[src/rtl/mem_bus_adapter.sv]
// Core load/store to 32-bit word-addressed handshaked bus adapter.
// Builds byte enables, replicates store data across lanes and extends load data.
module mem_bus_adapter #(
  parameter int unsigned TIMEOUT_CYCLES = 0,
  parameter int unsigned TIMEOUT_W      = 8
) (
  input  logic        clk,
  input  logic        reset,
  input  logic [31:0] addr,
  input  logic [31:0] wdata,
  input  logic [2:0]  read_op,
  input  logic [1:0]  write_op,
  output logic        stall,
  output logic        done,
  output logic [31:0] rdata,
  output logic        misalign_err,
  output logic        op_err,
  output logic        bus_err,
  output logic        bus_req,
  output logic        bus_we,
  output logic [31:0] bus_addr,
  output logic [3:0]  bus_be,
  output logic [31:0] bus_wdata,
  input  logic        bus_ack,
  input  logic [31:0] bus_rdata
);

  typedef enum logic [1:0] {IDLE, REQ, RESP} state_e;

  localparam logic [TIMEOUT_W:0] TO_LIM = (TIMEOUT_W+1)'(TIMEOUT_CYCLES);

  state_e state_q, state_d;

  logic [31:0]          rdata_q, rdata_d;
  logic                 mis_q, mis_d;
  logic                 operr_q, operr_d;
  logic                 berr_q, berr_d;
  logic                 we_q, we_d;
  logic [31:0]          baddr_q, baddr_d;
  logic [3:0]           be_q, be_d;
  logic [31:0]          bwdata_q, bwdata_d;
  logic [1:0]           lane_q, lane_d;
  logic [2:0]           rop_q, rop_d;
  logic [TIMEOUT_W-1:0] cnt_q, cnt_d;

  logic              rd_act, wr_act, active, op_bad, misal, to_hit;
  logic [TIMEOUT_W:0] cnt_inc;
  logic [3:0]        be_new;
  logic [31:0]       wd_new, ext;
  logic [7:0]        byte_v;
  logic [15:0]       half_v;

  always_comb begin
    rd_act  = read_op != 3'b011;
    wr_act  = write_op != 2'b11;
    active  = rd_act || wr_act;
    op_bad  = (rd_act && wr_act) || (read_op[2:1] == 2'b11);
    misal   = 1'b0;
    if (rd_act) begin
      case (read_op)
        3'b001, 3'b101: misal = addr[0];
        3'b010:         misal = |addr[1:0];
        default:        misal = 1'b0;
      endcase
    end else if (wr_act) begin
      case (write_op)
        2'b01:   misal = addr[0];
        2'b10:   misal = |addr[1:0];
        default: misal = 1'b0;
      endcase
    end
    cnt_inc = {1'b0, cnt_q} + {{TIMEOUT_W{1'b0}}, 1'b1};
    // A count of zero disables the timeout entirely
    to_hit  = (TIMEOUT_CYCLES != 0) && (cnt_inc == TO_LIM);
  end

  always_comb begin
    case (write_op)
      2'b00: begin
        be_new = 4'b0001 << addr[1:0];
        wd_new = {4{wdata[7:0]}};
      end
      2'b01: begin
        be_new = addr[1] ? 4'b1100 : 4'b0011;
        wd_new = {2{wdata[15:0]}};
      end
      2'b10: begin
        be_new = 4'b1111;
        wd_new = wdata;
      end
      default: begin
        be_new = 4'b1111;
        wd_new = '0;
      end
    endcase
  end

  always_comb begin
    byte_v = bus_rdata[{lane_q, 3'b000} +: 8];
    half_v = lane_q[1] ? bus_rdata[31:16] : bus_rdata[15:0];
    case (rop_q)
      3'b000:  ext = {{24{byte_v[7]}}, byte_v};
      3'b001:  ext = {{16{half_v[15]}}, half_v};
      3'b100:  ext = {24'b0, byte_v};
      3'b101:  ext = {16'b0, half_v};
      default: ext = bus_rdata;
    endcase
  end

  always_ff @(posedge clk or posedge reset) begin
    if (reset) state_q <= IDLE;
    else       state_q <= state_d;
  end

  always_comb begin
    state_d = state_q;
    case (state_q)
      IDLE:    if (active) state_d = (op_bad || misal) ? RESP : REQ;
      REQ:     if (bus_ack || to_hit) state_d = RESP;
      RESP:    state_d = IDLE;
      default: state_d = IDLE;
    endcase
  end

  always_comb begin
    stall   = ((state_q == IDLE) && active) || (state_q == REQ);
    bus_req = state_q == REQ;
    done    = state_q == RESP;
  end

  always_comb begin
    rdata_d  = rdata_q;
    mis_d    = mis_q;
    operr_d  = operr_q;
    berr_d   = berr_q;
    we_d     = we_q;
    baddr_d  = baddr_q;
    be_d     = be_q;
    bwdata_d = bwdata_q;
    lane_d   = lane_q;
    rop_d    = rop_q;
    cnt_d    = cnt_q;
    case (state_q)
      IDLE: begin
        if (active) begin
          if (op_bad) begin
            operr_d = 1'b1;
          end else if (misal) begin
            mis_d = 1'b1;
          end else begin
            we_d     = wr_act;
            baddr_d  = {addr[31:2], 2'b00};
            be_d     = be_new;
            bwdata_d = wd_new;
            lane_d   = addr[1:0];
            rop_d    = read_op;
            cnt_d    = '0;
          end
        end
      end
      REQ: begin
        // Ack takes priority over a timeout expiring in the same cycle
        if (bus_ack) begin
          if (!we_q) rdata_d = ext;
        end else if (to_hit) begin
          rdata_d = '0;
          berr_d  = 1'b1;
        end else if (TIMEOUT_CYCLES != 0) begin
          cnt_d = cnt_inc[TIMEOUT_W-1:0];
        end
      end
      RESP: begin
        mis_d   = 1'b0;
        operr_d = 1'b0;
        berr_d  = 1'b0;
      end
      default: ;
    endcase
  end

  always_ff @(posedge clk or posedge reset) begin
    if (reset) begin
      rdata_q  <= '0;
      mis_q    <= 1'b0;
      operr_q  <= 1'b0;
      berr_q   <= 1'b0;
      we_q     <= 1'b0;
      baddr_q  <= '0;
      be_q     <= '0;
      bwdata_q <= '0;
      lane_q   <= '0;
      rop_q    <= '0;
      cnt_q    <= '0;
    end else begin
      rdata_q  <= rdata_d;
      mis_q    <= mis_d;
      operr_q  <= operr_d;
      berr_q   <= berr_d;
      we_q     <= we_d;
      baddr_q  <= baddr_d;
      be_q     <= be_d;
      bwdata_q <= bwdata_d;
      lane_q   <= lane_d;
      rop_q    <= rop_d;
      cnt_q    <= cnt_d;
    end
  end

  assign rdata        = rdata_q;
  assign misalign_err = mis_q;
  assign op_err       = operr_q;
  assign bus_err      = berr_q;
  assign bus_we       = we_q;
  assign bus_addr     = baddr_q;
  assign bus_be       = be_q;
  assign bus_wdata    = bwdata_q;

endmodule

[config.mk]
export PLATFORM = sky130hd
export DESIGN_NAME = mem_bus_adapter
export DESIGN_NICKNAME = d
export VERILOG_FILES = /design/src/rtl/mem_bus_adapter.sv
export SDC_FILE = /design/constraint.sdc
export NUM_CORES = 1
export LEC_CHECK = 0
export BUFFER_PORTS_ARGS = -buffer_cell sky130_fd_sc_hd__buf_2
export CORE_ASPECT_RATIO = 0.7
export CORE_MARGIN = 2
export CORE_UTILIZATION = 25
export DETAILED_ROUTE_END_ITERATION = 16
export SLEW_MARGIN = 40
export SYNTH_ARGS = -nofsm -noshare
export SYNTH_HDL_FRONTEND = slang
export SYNTH_SLANG_ARGS = --single-unit
[constraint.sdc]
create_clock -name clk -period 9.1 [get_ports clk]
set_input_delay 1.365 -clock clk [delete_from_list [all_inputs] [get_ports clk]]
set_output_delay 1.365 -clock clk [all_outputs]
set_load 0.005 [all_outputs]
==> impl_metrics.env, run 1 <==
export IMPL_synth_seq_cells=108
export IMPL_p_switching_uw=671
export IMPL_die_w_um=177
export IMPL_dp_cells=953
export IMPL_grtUsageMet2=0.205
export IMPL_maxCapViolations=0
export IMPL_synthAdderAreaFrac=0.0120
export IMPL_wl_mm=15.7
export IMPL_drive_above_1_share=0.345
export IMPL_die_area_um2=22100
export IMPL_finalMaxSlewViolations=0
export IMPL_yosysUniqueCellTypes=35
export IMPL_combinationalPowerShare=0.364
export IMPL_drcViolationCount=0
export IMPL_arrival_ps=2220
export IMPL_die_h_um=125
export IMPL_hold_viol=0
export IMPL_pwr_share_seq=0.437
export IMPL_clk_pin_slew_ps=70
export IMPL_cp_slowest_cell="ha_1"
export IMPL_root_buffer="clkbuf_16"
export IMPL_start_util=0.254
export IMPL_antenna_found_initial=0
export IMPL_worstHoldPathType="reg2reg"
export IMPL_grt_use_met3=0.0383
export IMPL_cts_setup_buffers=0
export IMPL_ant_nets=0
export IMPL_dr_pass1_iters=4
export IMPL_dr_first_iter_drc_count=264
export IMPL_synthMuxAreaShare=0.165
export IMPL_cts_hold_buffers=0
export IMPL_critPathTopFamily="buffers and inverters"
export IMPL_startpoint="write_op[0]"
export IMPL_row_count=44
export IMPL_power_leakage_uw=0.00337
export IMPL_synth_main_ff_cell="dfrtp_1"
export IMPL_yosysMostFrequentCell="dfrtp_1"
export IMPL_grt_max_degree=68
export IMPL_status="complete, no violations"
export IMPL_cp_data_required_time_ps=7740
export IMPL_critical_path_class="in2out"
export IMPL_port_buffer_count=207
export IMPL_grt_pass1_wl_mm=24.8
export IMPL_setup_violations_final=0
export IMPL_r2r_start="state_q[1]$_DFFE_PP0P_"
export IMPL_gp_congestion=0.806
export IMPL_synth_simple_gate_area_share=0.123
export IMPL_synth_edf_count=0
export IMPL_n_fill_cell=2160
export IMPL_crit_path_max_fanout=4
export IMPL_track_usage=0.144
export IMPL_crit_chain="buf_2 -> ha_1 -> and4b_1 -> a21oi_1 -> buf_2"
export IMPL_synth_area_um2=5230
export IMPL_synth_compound_area_share=0.124
export IMPL_end_kind="output port"
export IMPL_synthArstFlopShare=1.00
export IMPL_power_frac_clock=0.198
export IMPL_swShare=0.351
export IMPL_finClkSkew_ps=9.64
export IMPL_ys_top_cells_by_count="dfrtp_1, a21oi_1, mux2_1, nand2_1, nand3_1"
export IMPL_stdcell_count=969
export IMPL_netlist_instances=498
export IMPL_hp_start="bus_be[0]$_DFFE_PP0P_"
export IMPL_cts_max_level=3
export IMPL_core_area_um2=20600
export IMPL_diodes=0
export IMPL_synth_top_family_by_area="multiplexers"
export IMPL_cts_tree="done"
export IMPL_fin_crit_sh=0.394
export IMPL_cts_resized_gates=0
export IMPL_fin_nets=797
export IMPL_synth_area_leaders="dfrtp_1, mux2_1, a21oi_1, nand2_1, nand3_1"
export IMPL_busiest_layer="met1"
export IMPL_total_power_uw=1910
export IMPL_vias=4436
export IMPL_clkLatencyLatePin_ps=350
export IMPL_timing_fmax_mhz=279
export IMPL_tightest_slew_ps=818
export IMPL_powerDensity_nw_per_um2=283
export IMPL_cts_made_buffers=9
export IMPL_clk_path_buf_depth=2
export IMPL_synthToLayoutAreaGrowth_pct=29.4
export IMPL_maxSlewHeadroom=0.455
export IMPL_avgSynthCellArea_um2=10.5
export IMPL_worst_setup_path_start_kind="input port"
export IMPL_viasPerCell=4.58
export IMPL_synth_top_area_share=0.517
export IMPL_fin_tns_setup_ps=0
export IMPL_ys_seq_area_frac=0.517
export IMPL_synth_top_cell_by_area="dfrtp_1"
export IMPL_num_io_pins=211
export IMPL_grt_pass1_vias=4382
export IMPL_rsz0062_at_grt="no"
export IMPL_critPathMaxStageDelay_ps=240
export IMPL_p_int_uw=1240
export IMPL_post_route_min_period_ps=3580
export IMPL_path_buf_inv=2
export IMPL_dpl_hpwl_mm=11.6
export IMPL_grt_use_met1=0.215
export IMPL_globalRouteOverflowTotal=0
export IMPL_synth_xor_area_frac=0
export IMPL_cpMostUsedCell="buf_2"
export IMPL_cts_num_sinks=108
export IMPL_wl_per_cell_um=16.2
export IMPL_irDropWorstVdd_uv=100
export IMPL_synth_warnings=0
cells by family after synthesis:
| group | Yosys count |
|---|---|
| buf+inv | 62 |
| flops | 108 |
| compound gates | 108 |
| fa+ha+maj | 5 |
| other cells | 1 |
| mux | 76 |
| simple gates | 138 |
through the flow:
stage	cell area, um^2	worst slack [ps]	hold WS (ps)	util
after floorplan	5230	4890	473	-
after global routing	6760	5370	504	0.328
after detailed placement	6480	5210	469	0.315
after global placement	6470	5010	460	0.314
final	6760	5520	479	0.328
after CTS	6760	5510	486	0.328
flip-flops by register name, summed over array words and instances, names as in the netlist:
name and cells:
rop_q 3, bus_addr 30, bus_wdata 32, lane_q 2, op_err 1, misalign_err 1, rdata 32, bus_be 4
bus_we 1, state_q 2
metal layers:
layer	vias to the layer above	share of wire
met3	15	0.068
met5	-	0
li1	2116	-
met2	158	0.40
met1	2147	0.51
met4	0	0.016
power groups by stage:
stage               clock network, uW  registers (uW)  logic, uW
floorplan                           0             829        379
global placement                    0             843        692
detailed placement                  0             844        707
CTS                               398             838        708
global route                      418             871        779
finish                            379             836        696
cells in the final DEF, fill, tap and decap left out, drive strengths merged, types with 4 or more instances in the layout:
cell type and n:
buf 213, nand3b 4, clkbuf 11, inv 25
nand2b 5, a21oi 62, o21ai 5, mux2 63
clkinv 4, ha 5, o31ai 7, o211ai 11
a22oi 16, nor2 18, mux2i 11, a21o 4
dfrtp 108, nand2 57, or3 8, nand3 34
worst paths after layout:
path	to	slack [ps]	depth (start not counted)
worst max-delay path	stall	5520	5
worst min register to register	bus_be[0]$_DFFE_PP0P_	480	1
worst max register to register	bus_addr[17]$_DFFE_PP0P_	6670	4
min in group asynchronous	bus_addr[12]$_DFFE_PP0P_	1060	2
max in group asynchronous	state_q[1]$_DFFE_PP0P_	7020	3
worst min-delay path	bus_be[0]$_DFFE_PP0P_	480	1
layout make-up:
class	instances	area [um^2]	share of cell area
Multi-Input combinational cell	330	2250	0.332
Clock inverter	5	37.5	0.00555
Tap cell	276	345	0.0511
Timing Repair Buffer	213	1080	0.160
Clock buffer	11	243	0.0359
Inverter	26	100	0.0148
Sequential cell	108	2700	0.400
Note: power is estimated with default switching activity, not from simulation.
==> run 2: changes to the inputs <==
==> constraint.sdc (replaced) <==
create_clock -name clk -period 3.38 [get_ports clk]
set_input_delay 0.507 -clock clk [delete_from_list [all_inputs] [get_ports clk]]
set_output_delay 0.507 -clock clk [all_outputs]
set_load 0.005 [all_outputs]
==> run 2 against run 1 <==
  * Worst hold slack worse by 210 ps
  * Power increased to 2.7 times the previous value
  * Cell area up 0.56%
  * Final cell count up 0.21%
  * Critical path depth grew 2
  * Core utilization increased by 0.18 points
  * Die area did not move
  * Sequential power rose to 2.7 times the previous value
  * Sequential share of layout area is 0.22 points lower
  * Largest power group unchanged
  * Setup slack worse by 4600 ps
  * Clock skew up 2.6 ps
  * Routed wire length fell by 0.33%
==> impl_metrics.env, run 2 (same netlist as run 1, synthesis figures left out) <==
export IMPL_status="complete, no violations"
export IMPL_row_count=44
export IMPL_rr_worst_depth=4
export IMPL_post_route_min_period_ps=2440
export IMPL_dpl_hpwl_mm=11.5
export IMPL_clk_pin_slew_ps=70
export IMPL_tightest_slew_ps=784
export IMPL_critical_path_class="in2reg"
export IMPL_cts_hold_buffers=0
export IMPL_clk_path_buf_depth=2
export IMPL_endpoint="bus_addr[23]$_DFFE_PP0P_"
export IMPL_cp_data_required_time_ps=3610
export IMPL_grt_max_degree=67
export IMPL_powerDensity_nw_per_um2=761
export IMPL_cts_max_level=3
export IMPL_post_route_util=0.330
export IMPL_dp_slack_ps=583
export IMPL_crit_path_max_fanout=66
export IMPL_irDropWorstVdd_uv=322
export IMPL_cts_resized_gates=0
export IMPL_port_buffer_count=207
export IMPL_finClkSkew_ps=12.3
export IMPL_cts_setup_buffers=0
export IMPL_worstHoldPathType="in2async"
export IMPL_layout_cells_most_common_list="buf_2, dfrtp_1, a21oi_1, mux2_1, nand2_1"
export IMPL_drive_above_1_share=0.345
export IMPL_clkLatencyLatePin_ps=350
export IMPL_end_kind="flip-flop"
export IMPL_die_area_um2=22100
export IMPL_wl_mm=15.7
export IMPL_dr_first_iter_drc_count=237
export IMPL_fin_tns_setup_ps=0
export IMPL_cts_tree="done"
export IMPL_placed_cell_area_um2=6510
export IMPL_antenna_found_initial=0
export IMPL_synthToLayoutAreaGrowth_pct=30.1
export IMPL_globalRouteOverflowTotal=0
export IMPL_root_buffer="clkbuf_16"
export IMPL_gp_congestion=0.829
export IMPL_rsz0062_at_grt="no"
export IMPL_hold_viol=0
export IMPL_wl_per_cell_um=16.1
export IMPL_track_usage=0.144
export IMPL_cp_slowest_cell="nor4_2"
export IMPL_cts_made_buffers=9
export IMPL_dr_pass1_iters=4
export IMPL_rr_endpoint="rdata[0]$_DFFE_PP0P_"
export IMPL_core_area_um2=20600
export IMPL_finalMaxSlewViolations=0
export IMPL_die_w_um=177
export IMPL_maxCapViolations=0
export IMPL_timing_fmax_mhz=411
export IMPL_r2r_start="lane_q[1]$_DFFE_PP0P_"
export IMPL_n_fill_cell=2166
export IMPL_fin_crit_sh=0.721
export IMPL_cts_num_sinks=108
export IMPL_critPathMaxStageDelay_ps=430
export IMPL_setup_violations_final=0
export IMPL_arrival_ps=2670
export IMPL_crit_chain="buf_2 -> ha_1 -> and4b_1 -> or3_1 -> nor4_2 -> buf_12 -> mux2_1"
export IMPL_drcViolationCount=0
export IMPL_grt_pass1_vias=4290
export IMPL_num_io_pins=211
export IMPL_viasPerCell=4.54
export IMPL_grt_pass1_wl_mm=24.6
export IMPL_ant_nets=0
export IMPL_diodes=0
export IMPL_power_leakage_uw=0.00340
export IMPL_start_util=0.254
export IMPL_fin_nets=799
export IMPL_worst_setup_path_start_kind="input port"
export IMPL_final_area_um2=6800
export IMPL_setup_slack_ps=944
export IMPL_startpoint="write_op[0]"
export IMPL_vias=4410
export IMPL_die_h_um=125
export IMPL_reg2reg_slack_ps=1060
export IMPL_final_common_cell="buf_2"
export IMPL_maxSlewHeadroom=0.477
-- run 2: cell count changes in the layout (fill, tap and decap cells not counted), moves of 2 or more --
| cell | before | now |
|---|---|---|
| ha_2 | 2 | 0 |
| inv_6 | 0 | 2 |
| ha_1 | 3 | 5 |
| buf_12 | 0 | 2 |
-- run 2: worst min-delay path by stage --
stage / startpoint / end / depth (start not counted)
global placement: rdata[2]$_DFFE_PP0P_ / rdata[2]$_DFFE_PP0P_ / 2
global route: reset / bus_addr[15]$_DFFE_PP0P_ / 2
CTS: reset / bus_addr[12]$_DFFE_PP0P_ / 2
floorplan: rdata[0]$_DFFE_PP0P_ / rdata[0]$_DFFE_PP0P_ / 2
detailed placement: rdata[2]$_DFFE_PP0P_ / rdata[2]$_DFFE_PP0P_ / 2
finish: reset / bus_addr[12]$_DFFE_PP0P_ / 2
-- run 2: final cells by class --
type / count / area, um^2 / share of cell area
Multi-Input combinational cell: 330 / 2240 / 0.330
Clock inverter: 6 / 47.5 / 0.00699
Timing Repair Buffer: 215 / 1120 / 0.165
Inverter: 26 / 100 / 0.0147
Sequential cell: 108 / 2700 / 0.398
Clock buffer: 10 / 239 / 0.0352
Tap cell: 276 / 345 / 0.0508
-- run 2: routing by layer --
metal  vias to the layer above  track usage  part of all wire
met4                         0       0.0428             0.014
met1                      2101        0.225              0.52
met3                        13       0.0368             0.073
li1                       2124            -                 -
met5                         -            0                 0
met2                       172        0.190              0.40
-- run 2: per-stage QoR --
| step | hold WS [ps] | power, uW | cells |
|---|---|---|---|
| 5_1_grt | 329 | 5590 | 971 |
| 2_1_floorplan | 473 | 3250 | 500 |
| 6_report | 270 | 5170 | 971 |
| 3_3_place_gp | 461 | 4150 | 955 |
| 4_1_cts | 295 | 5260 | 971 |
| 3_5_place_dp | 465 | 4180 | 955 |
-- run 2: where the power goes --
part / switching [uW] / leakage (uW) / internal (uW)
clock: 517 / 0.000139 / 528
sequential: 369 / 0.00135 / 1880
combinational: 938 / 0.00190 / 940
-- run 2: critical path: cells and delay by family --
family	cells	cell delay (ps)
adders and majority gates	1	240
and+or+nand+nor	3	970
muxes	1	370
buffers and inverters	2	490
==> run 3: changes to the inputs <==
==> constraint.sdc (replaced) <==
create_clock -name clk -period 2 [get_ports clk]
set_input_delay 0.3 -clock clk [delete_from_list [all_inputs] [get_ports clk]]
set_output_delay 0.3 -clock clk [all_outputs]
set_load 0.005 [all_outputs]
==> run 3 against run 2 <==
  * Critical path depth grew 3
  * Routed wire length grew 2.8%
  * Core utilization grew 1.2 points
  * Via count grew 3.9%
  * Highest routed layer unchanged
==> impl_metrics.env, run 3 (same netlist as run 1, synthesis figures left out) <==
export IMPL_die_h_um=125
export IMPL_ant_nets=0
export IMPL_antenna_found_initial=0
export IMPL_fin_crit_sh=0.940
export IMPL_port_buffer_count=207
export IMPL_globalRouteOverflowTotal=0
export IMPL_layout_cells_most_common_list="buf_2, dfrtp_1, a21oi_1"
export IMPL_swShare=0.354
export IMPL_dr_first_iter_drc_count=211
export IMPL_p_int_uw=5760
export IMPL_synthToLayoutAreaGrowth_pct=34.7
export IMPL_rsz0062_at_grt="no"
export IMPL_stdcell_count=1001
export IMPL_n_fill_cell=2170
export IMPL_maxSlewHeadroom=0.638
export IMPL_wl_per_cell_um=16.1
export IMPL_post_route_min_period_ps=1880
export IMPL_power_leakage_uw=0.00354
export IMPL_clk_pin_slew_ps=70
export IMPL_drcViolationCount=0
export IMPL_core_area_um2=20600
export IMPL_power_frac_clock=0.195
export IMPL_track_usage=0.147
export IMPL_row_count=44
export IMPL_final_common_cell="buf_2"
export IMPL_start_util=0.254
export IMPL_cts_tree="done"
export IMPL_clkLatencyLatePin_ps=350
export IMPL_maxCapViolations=0
export IMPL_cts_made_buffers=9
export IMPL_gp_congestion=0.840
export IMPL_worstHoldPathType="in2async"
export IMPL_dpl_hpwl_mm=12.3
export IMPL_setup_violations_final=0
export IMPL_critical_path_class="in2reg"
export IMPL_irDropWorstVdd_uv=434
export IMPL_cts_num_sinks=108
export IMPL_drive_above_1_share=0.374
export IMPL_root_buffer="clkbuf_16"
export IMPL_diodes=0
export IMPL_post_route_util=0.342
export IMPL_powerDensity_nw_per_um2=1270
export IMPL_num_io_pins=211
export IMPL_end_kind="flip-flop"
export IMPL_fin_nets=829
export IMPL_die_area_um2=22100
export IMPL_crit_path_max_fanout=22
export IMPL_dp_cells=985
export IMPL_dr_pass1_iters=4
export IMPL_timing_fmax_mhz=532
export IMPL_setup_slack_ps=121
export IMPL_tightest_slew_ps=540
export IMPL_wl_mm=16.1
export IMPL_grt_pass1_vias=4491
export IMPL_status="complete, no violations"
export IMPL_cts_max_level=3
export IMPL_grt_pass1_wl_mm=25.4
export IMPL_hold_viol=0
export IMPL_arrival_ps=2110
export IMPL_grt_max_degree=76
export IMPL_finClkSkew_ps=12.3
export IMPL_clk_path_buf_depth=2
export IMPL_dp_slack_ps=-315
export IMPL_die_w_um=177
export IMPL_pwr_share_seq=0.421
export IMPL_finalMaxSlewViolations=0
export IMPL_worst_setup_path_start_kind="input port"
export IMPL_combinationalPowerShare=0.384
export IMPL_vias=4584
export IMPL_p_switching_uw=3160
export IMPL_viasPerCell=4.58
export IMPL_cts_hold_buffers=0
export IMPL_cp_data_required_time_ps=2230
[run 3: final timing paths]
check / startpoint / depth (start not counted) / to / slack, ps
max in group asynchronous: reset / 3 / bus_wdata[8]$_DFFE_PP0P_ / 1590
setup / recovery: write_op[1] / 10 / bus_addr[11]$_DFFE_PP0P_ / 120
hold reg to reg: rdata[6]$_DFFE_PP0P_ / 2 / rdata[6]$_DFFE_PP0P_ / 480
setup reg to reg: state_q[1]$_DFFE_PP0P_ / 5 / bus_addr[11]$_DFFE_PP0P_ / 120
hold / removal: reset / 3 / bus_addr[4]$_DFFE_PP0P_ / 50
min in group clk: addr[31] / 2 / bus_addr[31]$_DFFE_PP0P_ / 160
[run 3: through the flow]
stage	cell area, um^2	hold slack, ps	TNS (ps)	power [uW]
5_1_grt	7040	95.1	0	9620
4_1_cts	7030	75.9	0	9030
6_report	7040	54.9	0	8910
3_5_place_dp	6750	454	-18050	7250
3_3_place_gp	6750	458	-17140	7180
2_1_floorplan	5250	435	0	5510
[run 3: power groups by stage]
stage | sequential (uW) | clock [uW] | combinational, uW
after floorplan | 3770 | 0 | 1730
after global placement | 3790 | 0 | 3390
after detailed placement | 3800 | 0 | 3460
after CTS | 3770 | 1800 | 3470
after global routing | 3910 | 1890 | 3820
final | 3760 | 1740 | 3420
[run 3: repair_timing]
item | CTS | global route
endpoints found under the setup margin | 2 | 1
gates resized for setup | 0 | 1
pin swaps | 1 | 0
buffers inserted | 0 | 0
[run 3: metal layers]
layer  GRT usage  wire length (um)
met2       0.205              6500
met5           0                 0
met3      0.0389              1260
met4      0.0316               172
met1       0.225              8180
[run 3: cell type report]
cell class | instances | area (um^2) | area share
clock buffers | 10 | 229 | 0.0325
flip-flops and latches | 108 | 2700 | 0.384
clock inverters | 6 | 47.5 | 0.00675
well taps | 276 | 345 | 0.0491
multi-input cells | 330 | 2270 | 0.322
repair buffers | 245 | 1350 | 0.191
inverters | 26 | 101 | 0.0144
[run 3: worst max-delay path, stage by stage]
cell,delay (ps)
buf_2,130
buf_4,130
ha_1,220
a21oi_1,140
nor4_1,70
buf_4,140
nor4_4,220
buf_4,220
buf_12,180
mux2_1,340
